`src/rtl/pipeline_ctrl_if.sv`:
```
// Control bundle between the pipeline datapath and its sequencing controller.
// The datapath side is the master; the controller is the slave.
interface pipeline_ctrl_if #(
    parameter int CNT_W = 32
);
    logic             go;
    logic             load_use;
    logic             branch_taken;
    logic             jump_id;
    logic             jr_id;
    logic             halt_id;

    logic             pc_enable;
    logic [1:0]       pc_sel;
    logic             if_id_enable;
    logic             if_id_flush;
    logic             id_ex_flush;
    logic             ex_mem_enable;
    logic             mem_wb_enable;
    logic             halted;
    logic             led_cpu_enable;
    logic [CNT_W-1:0] total_cycles;
    logic [CNT_W-1:0] condi_branch_num;
    logic [CNT_W-1:0] uncondi_branch_num;
    logic [CNT_W-1:0] bubble_num;

    modport master (
        output go, load_use, branch_taken, jump_id, jr_id, halt_id,
        input  pc_enable, pc_sel, if_id_enable, if_id_flush, id_ex_flush,
               ex_mem_enable, mem_wb_enable, halted, led_cpu_enable,
               total_cycles, condi_branch_num, uncondi_branch_num, bubble_num
    );

    modport slave (
        input  go, load_use, branch_taken, jump_id, jr_id, halt_id,
        output pc_enable, pc_sel, if_id_enable, if_id_flush, id_ex_flush,
               ex_mem_enable, mem_wb_enable, halted, led_cpu_enable,
               total_cycles, condi_branch_num, uncondi_branch_num, bubble_num
    );
endinterface

```
`src/rtl/pipeline_ctrl.sv`:
```
// Sequencing controller for the 5-stage pipeline: stalls, redirects, syscall
// halt/resume via the go button, and the board performance counters.
module pipeline_ctrl #(
    parameter int CNT_W = 32
) (
    input  logic           clk,
    input  logic           rst,
    pipeline_ctrl_if.slave bus
);
    localparam logic [1:0] ST_RUN     = 2'd0;
    localparam logic [1:0] ST_HALT    = 2'd1;
    localparam logic [1:0] ST_RELEASE = 2'd2;

    localparam logic [CNT_W-1:0] CNT_ONE = {{(CNT_W-1){1'b0}}, 1'b1};

    logic [1:0]       r_state;
    logic             r_go_q;
    logic [CNT_W-1:0] r_total_cycles;
    logic [CNT_W-1:0] r_condi_branch_num;
    logic [CNT_W-1:0] r_uncondi_branch_num;
    logic [CNT_W-1:0] r_bubble_num;

    logic [1:0] w_next_state;
    logic       w_go_rise;
    logic       w_pc_enable;
    logic [1:0] w_pc_sel;
    logic       w_if_id_enable;
    logic       w_if_id_flush;
    logic       w_id_ex_flush;
    logic       w_inc_condi;
    logic       w_inc_uncondi;
    logic       w_inc_bubble;
    logic       w_halted;

    assign w_go_rise = bus.go & ~r_go_q;
    assign w_halted  = rst & (r_state == ST_HALT);

    always_comb begin
        w_next_state   = ST_RUN;
        w_pc_enable    = 1'b1;
        w_pc_sel       = 2'b00;
        w_if_id_enable = 1'b1;
        w_if_id_flush  = 1'b0;
        w_id_ex_flush  = 1'b0;
        w_inc_condi    = 1'b0;
        w_inc_uncondi  = 1'b0;
        w_inc_bubble   = 1'b0;

        if (r_state == ST_HALT) begin
            w_pc_enable    = 1'b0;
            w_if_id_enable = 1'b0;
            w_id_ex_flush  = 1'b1;
            w_next_state   = w_go_rise ? ST_RELEASE : ST_HALT;
        end else if (bus.branch_taken) begin
            // The ID instruction is wrong-path, so everything decoded there is dropped.
            w_pc_sel      = 2'b01;
            w_if_id_flush = 1'b1;
            w_id_ex_flush = 1'b1;
            w_inc_condi   = 1'b1;
        end else if (bus.load_use) begin
            // Checked ahead of jumps so a JR never reads an unforwarded operand.
            w_pc_enable    = 1'b0;
            w_if_id_enable = 1'b0;
            w_id_ex_flush  = 1'b1;
            w_inc_bubble   = 1'b1;
            w_next_state   = (r_state == ST_RELEASE) ? ST_RELEASE : ST_RUN;
        end else if (bus.jr_id || bus.jump_id) begin
            w_pc_sel      = bus.jr_id ? 2'b11 : 2'b10;
            w_if_id_flush = 1'b1;
            w_inc_uncondi = 1'b1;
        end else if (bus.halt_id && (r_state == ST_RUN)) begin
            w_pc_enable    = 1'b0;
            w_if_id_enable = 1'b0;
            w_id_ex_flush  = 1'b1;
            w_next_state   = ST_HALT;
        end

        if (!rst) begin
            w_pc_enable    = 1'b0;
            w_pc_sel       = 2'b00;
            w_if_id_enable = 1'b1;
            w_if_id_flush  = 1'b1;
            w_id_ex_flush  = 1'b1;
        end
    end

    always_ff @(posedge clk) begin
        if (!rst) begin
            r_state              <= ST_RUN;
            r_go_q               <= 1'b0;
            r_total_cycles       <= '0;
            r_condi_branch_num   <= '0;
            r_uncondi_branch_num <= '0;
            r_bubble_num         <= '0;
        end else begin
            r_state <= w_next_state;
            r_go_q  <= bus.go;
            if (r_state != ST_HALT)
                r_total_cycles <= r_total_cycles + CNT_ONE;
            if (w_inc_condi)
                r_condi_branch_num <= r_condi_branch_num + CNT_ONE;
            if (w_inc_uncondi)
                r_uncondi_branch_num <= r_uncondi_branch_num + CNT_ONE;
            if (w_inc_bubble)
                r_bubble_num <= r_bubble_num + CNT_ONE;
        end
    end

    // Older instructions keep draining through EX/MEM/WB during stalls and halt.
    assign bus.ex_mem_enable      = 1'b1;
    assign bus.mem_wb_enable      = 1'b1;
    assign bus.pc_enable          = w_pc_enable;
    assign bus.pc_sel             = w_pc_sel;
    assign bus.if_id_enable       = w_if_id_enable;
    assign bus.if_id_flush        = w_if_id_flush;
    assign bus.id_ex_flush        = w_id_ex_flush;
    assign bus.halted             = w_halted;
    assign bus.led_cpu_enable     = w_halted;
    assign bus.total_cycles       = r_total_cycles;
    assign bus.condi_branch_num   = r_condi_branch_num;
    assign bus.uncondi_branch_num = r_uncondi_branch_num;
    assign bus.bubble_num         = r_bubble_num;
endmodule

```
`src/flat_wrapper.sv`:
```
// flat-port wrapper written by rule: the top's interface ports become plain ports
module pipeline_ctrl_flat 
#(
    parameter int CNT_W = 32
)
  (clk, rst, bus_go, bus_load_use, bus_branch_taken, bus_jump_id, bus_jr_id, bus_halt_id, bus_pc_enable, bus_pc_sel, bus_if_id_enable, bus_if_id_flush, bus_id_ex_flush, bus_ex_mem_enable, bus_mem_wb_enable, bus_halted, bus_led_cpu_enable, bus_total_cycles, bus_condi_branch_num, bus_uncondi_branch_num, bus_bubble_num);
  pipeline_ctrl_if #(.CNT_W(CNT_W)) bus_i ();
  input  logic clk;
  input  logic rst;
  input wire logic [$bits(bus_i.go)-1:0] bus_go;
  input wire logic [$bits(bus_i.load_use)-1:0] bus_load_use;
  input wire logic [$bits(bus_i.branch_taken)-1:0] bus_branch_taken;
  input wire logic [$bits(bus_i.jump_id)-1:0] bus_jump_id;
  input wire logic [$bits(bus_i.jr_id)-1:0] bus_jr_id;
  input wire logic [$bits(bus_i.halt_id)-1:0] bus_halt_id;
  output wire logic [$bits(bus_i.pc_enable)-1:0] bus_pc_enable;
  output wire logic [$bits(bus_i.pc_sel)-1:0] bus_pc_sel;
  output wire logic [$bits(bus_i.if_id_enable)-1:0] bus_if_id_enable;
  output wire logic [$bits(bus_i.if_id_flush)-1:0] bus_if_id_flush;
  output wire logic [$bits(bus_i.id_ex_flush)-1:0] bus_id_ex_flush;
  output wire logic [$bits(bus_i.ex_mem_enable)-1:0] bus_ex_mem_enable;
  output wire logic [$bits(bus_i.mem_wb_enable)-1:0] bus_mem_wb_enable;
  output wire logic [$bits(bus_i.halted)-1:0] bus_halted;
  output wire logic [$bits(bus_i.led_cpu_enable)-1:0] bus_led_cpu_enable;
  output wire logic [$bits(bus_i.total_cycles)-1:0] bus_total_cycles;
  output wire logic [$bits(bus_i.condi_branch_num)-1:0] bus_condi_branch_num;
  output wire logic [$bits(bus_i.uncondi_branch_num)-1:0] bus_uncondi_branch_num;
  output wire logic [$bits(bus_i.bubble_num)-1:0] bus_bubble_num;
  assign bus_i.go = bus_go;
  assign bus_i.load_use = bus_load_use;
  assign bus_i.branch_taken = bus_branch_taken;
  assign bus_i.jump_id = bus_jump_id;
  assign bus_i.jr_id = bus_jr_id;
  assign bus_i.halt_id = bus_halt_id;
  assign bus_pc_enable = bus_i.pc_enable;
  assign bus_pc_sel = bus_i.pc_sel;
  assign bus_if_id_enable = bus_i.if_id_enable;
  assign bus_if_id_flush = bus_i.if_id_flush;
  assign bus_id_ex_flush = bus_i.id_ex_flush;
  assign bus_ex_mem_enable = bus_i.ex_mem_enable;
  assign bus_mem_wb_enable = bus_i.mem_wb_enable;
  assign bus_halted = bus_i.halted;
  assign bus_led_cpu_enable = bus_i.led_cpu_enable;
  assign bus_total_cycles = bus_i.total_cycles;
  assign bus_condi_branch_num = bus_i.condi_branch_num;
  assign bus_uncondi_branch_num = bus_i.uncondi_branch_num;
  assign bus_bubble_num = bus_i.bubble_num;
  pipeline_ctrl #(.CNT_W(CNT_W)) u_core (.clk(clk), .rst(rst), .bus(bus_i));
endmodule
```
`config.mk`:
```
export PLATFORM = sky130hd
export DESIGN_NAME = pipeline_ctrl_flat
export DESIGN_NICKNAME = d
export VERILOG_FILES = /design/src/rtl/pipeline_ctrl_if.sv /design/src/rtl/pipeline_ctrl.sv /design/src/flat_wrapper.sv
export SDC_FILE = /design/constraint.sdc
export NUM_CORES = 1
export LEC_CHECK = 0
export ABC_AREA = 1
export ABC_CLOCK_PERIOD_IN_PS = 1700
export CORE_MARGIN = 4
export CORE_UTILIZATION = 25
export CTS_CLUSTER_DIAMETER = 150
export CTS_CLUSTER_SIZE = 20
export DETAILED_ROUTE_END_ITERATION = 8
export HOLD_SLACK_MARGIN = 0.15
export PLACE_DENSITY_LB_ADDON = 0.15
export SLEW_MARGIN = 25
export SYNTH_ARGS = -nofsm -noshare
export SYNTH_HDL_FRONTEND = slang
export SYNTH_SLANG_ARGS = --single-unit
```
`constraint.sdc`:
```
create_clock -name clk -period 1.7 [get_ports clk]
set_input_delay 0.34 -clock clk [delete_from_list [all_inputs] [get_ports clk]]
set_output_delay 0.34 -clock clk [all_outputs]
set_load 0.02 [all_outputs]
```
==> impl_summary.txt <==
----------------------------------------------------
[Global route]
  Largest net degree at the start of global routing ... 91
  Wire length of the first global-routing pass ... 39.5 mm
  Overall fraction of global-route tracks in use ... 15.5%
  Number of global-route vias before repair ... 7694
  Overall overflow remaining after global route ... 0
  Antenna violations before repair ... 1

[Power]
  Power density over the cells ... 721 nW/µm²
  Sequential cell fraction of total power ... about two fifths
  Combinational share of power ... approximately 5.5%
  Fraction of power spent switching nets ... 23.6%
  Share of power burned in the clock network ... 52.8%
  P_leak ... between 4 and 5 nW
  Internal Power ... 0.00570 W
  Max IR drop VDD ... 0.517 mV
  Net load switching power ... 0.00176 W

[Timing]
  # setup viols final ... 4
  Max frequency ... 548 MHz
  Final worst-path cycle share ... 107%
  Setup repair after global routing missed its margin ... true
  Number of hold-slack violations in the final timing report ... 0
  Worst clock skew ... 0.0184 ns
  Final-report max-slew violation count ... 0
  Worst path setup slack after routing ... -0.126 ns
  Tmin final ... 1.83 ns

[Clocking]
  Number of buffers inserted by hold repair at cts ... 0
  Clk Tree Root Cell ... sky130_fd_sc_hd__clkbuf_16
  Htree depth ... 4
  Maximum number of buffers from clock root to sink ... 2
  Count of clock tree sinks ... ~130
  Clock Pin Slew Worst Setup and Hold Paths ... 0.06 ns
  TritonCTS clock tree ... built
  Inserted Clock Buffers ... 17
  Clock network latency to the later pin of the worst-skew pair ... approximately 0.42 ns

[Route]
  Number of nets still failing antenna checks after routing ... 0
  Number of optimization iterations in the first detailed-route pass ... 5
  Count of unresolved DRC violations after routing ... 0
  Routed wire per std cell ... 13.5 µm
  Routed Wire Length ... ~24 mm
  Vias per cell ... 4.39
  Via total after detailed routing ... 7756
  DRC marker count from the first detailed-route iteration ... 431

[Yosys]
  Portion of the post-synthesis area used by sequential elements ... between 30% and 40%
  Synth Instances ... 1148
  Number of distinct library cells after synthesis ... 38
  Average footprint of a synthesized cell ... 6.28 µm²
  Leading area contributor after synthesis ... sky130_fd_sc_hd__dfxtp_1
  Largest cells by area after synthesis ... sky130_fd_sc_hd__dfxtp_1, sky130_fd_sc_hd__nand2_1, sky130_fd_sc_hd__nor2_1
  Number of warnings reported in the yosys synthesis log ... 0
  Yosys top cell area share ... 36.4%
  Mapped Area ... 7210 µm²
  Flip-flop and latch count after synthesis ... between 100 and 150

[Floorplanning]
  Die ar. ... between 30000 and 40000 µm²
  Area of the core ... about 28000 µm²
  Site Rows ... around 60
  Starting Density ... 25.7%
  Die Height ... 178 µm
  I/O pin cnt ... roughly 150
  Overall die width ... 178 µm

[Min path]
  Path type of the worst min-delay path ... flop to flop

[Setup path]
  Setup CP Type ... flop to output port
  Crit. End Element ... output port
  CP max FO ... 4
  CP max stage cell ... sky130_fd_sc_hd__dfxtp_4
  Arr. time, crit path ... 1.49 ns
  CP max stage delay ... around 0.35 ns
  Data required time at the worst endpoint ... 1.36 ns
  Startpoint kind of the worst setup timing path ... flop
  Series of cell instances along the critical path ... inv_4, nand2_4, buf_12, a31oi_2, nand2_1, buf_2

[Placed design]
  HPWL after detailed placement ... 18.2 mm
  Number of input and output port buffers inserted ... between 100 and 150
  Inst Count DP ... 1730
  Area post-placement ... 9630 µm²
  Routability congestion estimate ... between 0.8 and 0.9

[Final layout]
  Antenna fix cells ... 0
  Finished Layout Cells ... 1768
  Non-Filler Cell Area, Final ... 10300 µm²
  Layout overhead on the synthesized area ... 43.3%
  Proportion of layout cells with a drive suffix above 1 ... between 10% and 20%
  NumNets Final ... 1391
  Highest-count cells in the layout ignoring fill and taps ... sky130_fd_sc_hd__nand2_1, sky130_fd_sc_hd__nor2_1, sky130_fd_sc_hd__inv_1
  Most common cell after layout, fill and taps aside ... sky130_fd_sc_hd__nand2_1

[Run status]
  Violated checks ... setup timing
  Status ... finished, violations left

[Run]
  Number of max-cap violations ... 0

----------------------------------------------------
area by class of cell:
class | count | area, µm²
well taps | 378 | 473
inverters | 156 | 591
clock inverters | 12 | 185
repair buffers | 233 | 1990
clock buffers | 18 | 429
flip-flops and latches | 131 | 2630
multi-input cells | 840 | 4040
fillers | 3153 | 17700
Yosys cell counts:
cell / number
sky130_fd_sc_hd__a211oi_1: 1
sky130_fd_sc_hd__a21boi_0: 1
sky130_fd_sc_hd__a21oi_1: 52
sky130_fd_sc_hd__a22o_1: 1
sky130_fd_sc_hd__a31oi_1: 7
sky130_fd_sc_hd__and2_1: 2
sky130_fd_sc_hd__buf_1: 4
sky130_fd_sc_hd__buf_2: 2
sky130_fd_sc_hd__buf_4: 4
sky130_fd_sc_hd__buf_6: 4
sky130_fd_sc_hd__clkbuf_1: 8
sky130_fd_sc_hd__clkinv_1: 1
sky130_fd_sc_hd__conb_1: 1
sky130_fd_sc_hd__dfxtp_1: 131
sky130_fd_sc_hd__ha_1: 4
sky130_fd_sc_hd__inv_1: 150
sky130_fd_sc_hd__inv_2: 5
sky130_fd_sc_hd__nand2_1: 274
sky130_fd_sc_hd__nand2_2: 4
sky130_fd_sc_hd__nand2_4: 1
sky130_fd_sc_hd__nand3_1: 81
sky130_fd_sc_hd__nand3_2: 5
sky130_fd_sc_hd__nand3_4: 1
sky130_fd_sc_hd__nand3b_1: 4
sky130_fd_sc_hd__nand4_1: 36
sky130_fd_sc_hd__nor2_1: 253
sky130_fd_sc_hd__nor2_2: 12
sky130_fd_sc_hd__nor2_4: 11
sky130_fd_sc_hd__nor2_8: 1
sky130_fd_sc_hd__nor3_1: 19
sky130_fd_sc_hd__nor3_2: 2
sky130_fd_sc_hd__nor3b_1: 6
sky130_fd_sc_hd__o21a_1: 3
sky130_fd_sc_hd__o21ai_0: 41
sky130_fd_sc_hd__o21ai_1: 2
sky130_fd_sc_hd__o21bai_1: 1
sky130_fd_sc_hd__xnor2_1: 7
sky130_fd_sc_hd__xor2_1: 6
worst paths after layout:
kind | startpoint | endpoint | slack (ns) | cells past startpoint
setup / recovery | u_core.r_state[1] | bus_if_id_enable | -0.13 | 6
hold / removal | u_core.bus.bubble_num[9] | u_core.bus.bubble_num[9] | 0.48 | 1
setup reg to reg | u_core.r_state[1] | u_core.bus.uncondi_branch_num[19] | 0.12 | 10
hold reg to reg | u_core.bus.bubble_num[9] | u_core.bus.bubble_num[9] | 0.48 | 1
state kept, by name, summed over array words and instances (netlist names):
register,cells
u_core.bus.bubble_num,32
u_core.bus.condi_branch_num,32
u_core.bus.total_cycles,32
u_core.bus.uncondi_branch_num,32
u_core.r_go_q,1
u_core.r_state,2
stage by stage:
| step | hold slack (ns) | total power, W | setup TNS [ns] | setup WS, ns | utilization [%] |
|---|---|---|---|---|---|
| 2_1_floorplan | 0.438 | 0.00338 | 0 | 0.113 | - |
| 3_3_place_gp | 0.458 | 0.00358 | -32.36 | -0.640 | 34.3 |
| 3_5_place_dp | 0.465 | 0.00358 | -33.91 | -0.643 | 34.3 |
| 4_1_cts | 0.478 | 0.00759 | -0.755 | -0.190 | 36.4 |
| 5_1_grt | 0.511 | 0.00774 | -0.791 | -0.216 | 36.8 |
| 6_report | 0.482 | 0.00746 | -0.350 | -0.126 | 36.8 |
power by group through the flow:
stage	Combinational (W)	Clock (W)	Sequential, W
finish	0.000411	0.00394	0.00311
global route	0.000453	0.00418	0.00311
CTS	0.000412	0.00407	0.00311
detailed placement	0.000406	0	0.00318
global placement	0.000403	0	0.00318
floorplan	0.000179	0	0.00320
worst max-delay path: cells and delay by family (launching register included):
kind	cells	cell delay, ns
DFF	1	0.35
and+or+nand+nor	2	0.16
AOI/OAI and AO/OA	1	0.20
buffers and inverters	3	0.36
logic make-up (layout without fill, tap and decap cells):
family / Yosys count / after routing / share of synthesized area [%]
and+or+nand+nor: 712 / 712 / 43.5
buffers and inverters: 178 / 419 / 9.92
DFF: 131 / 131 / 36.4
AOI/OAI and AO/OA: 109 / 109 / 7.94
xor gates and xnor gates: 13 / 13 / 1.58
adders and majority gates: 4 / 4 / 0.694
other: 1 / 2 / 0.0520
routing by layer:
metal / track usage [%] / routed length (µm) / vias up
met2: 25.8 / 11000 / 163
li1: - / - / 4087
met5: 0 / 19 / -
met4: 3.19 / 174 / 2
met1: 20.8 / 11500 / 3489
met3: 3.20 / 1200 / 15
timing repair:
item / 4_1_cts / 5_1_grt
pin swaps: 10 / 18
setup buffers: 7 / 2
gates resized for setup: 208 / 33
endpoints found under the setup margin: 172 / 41
(Power assumes the default switching activity.)
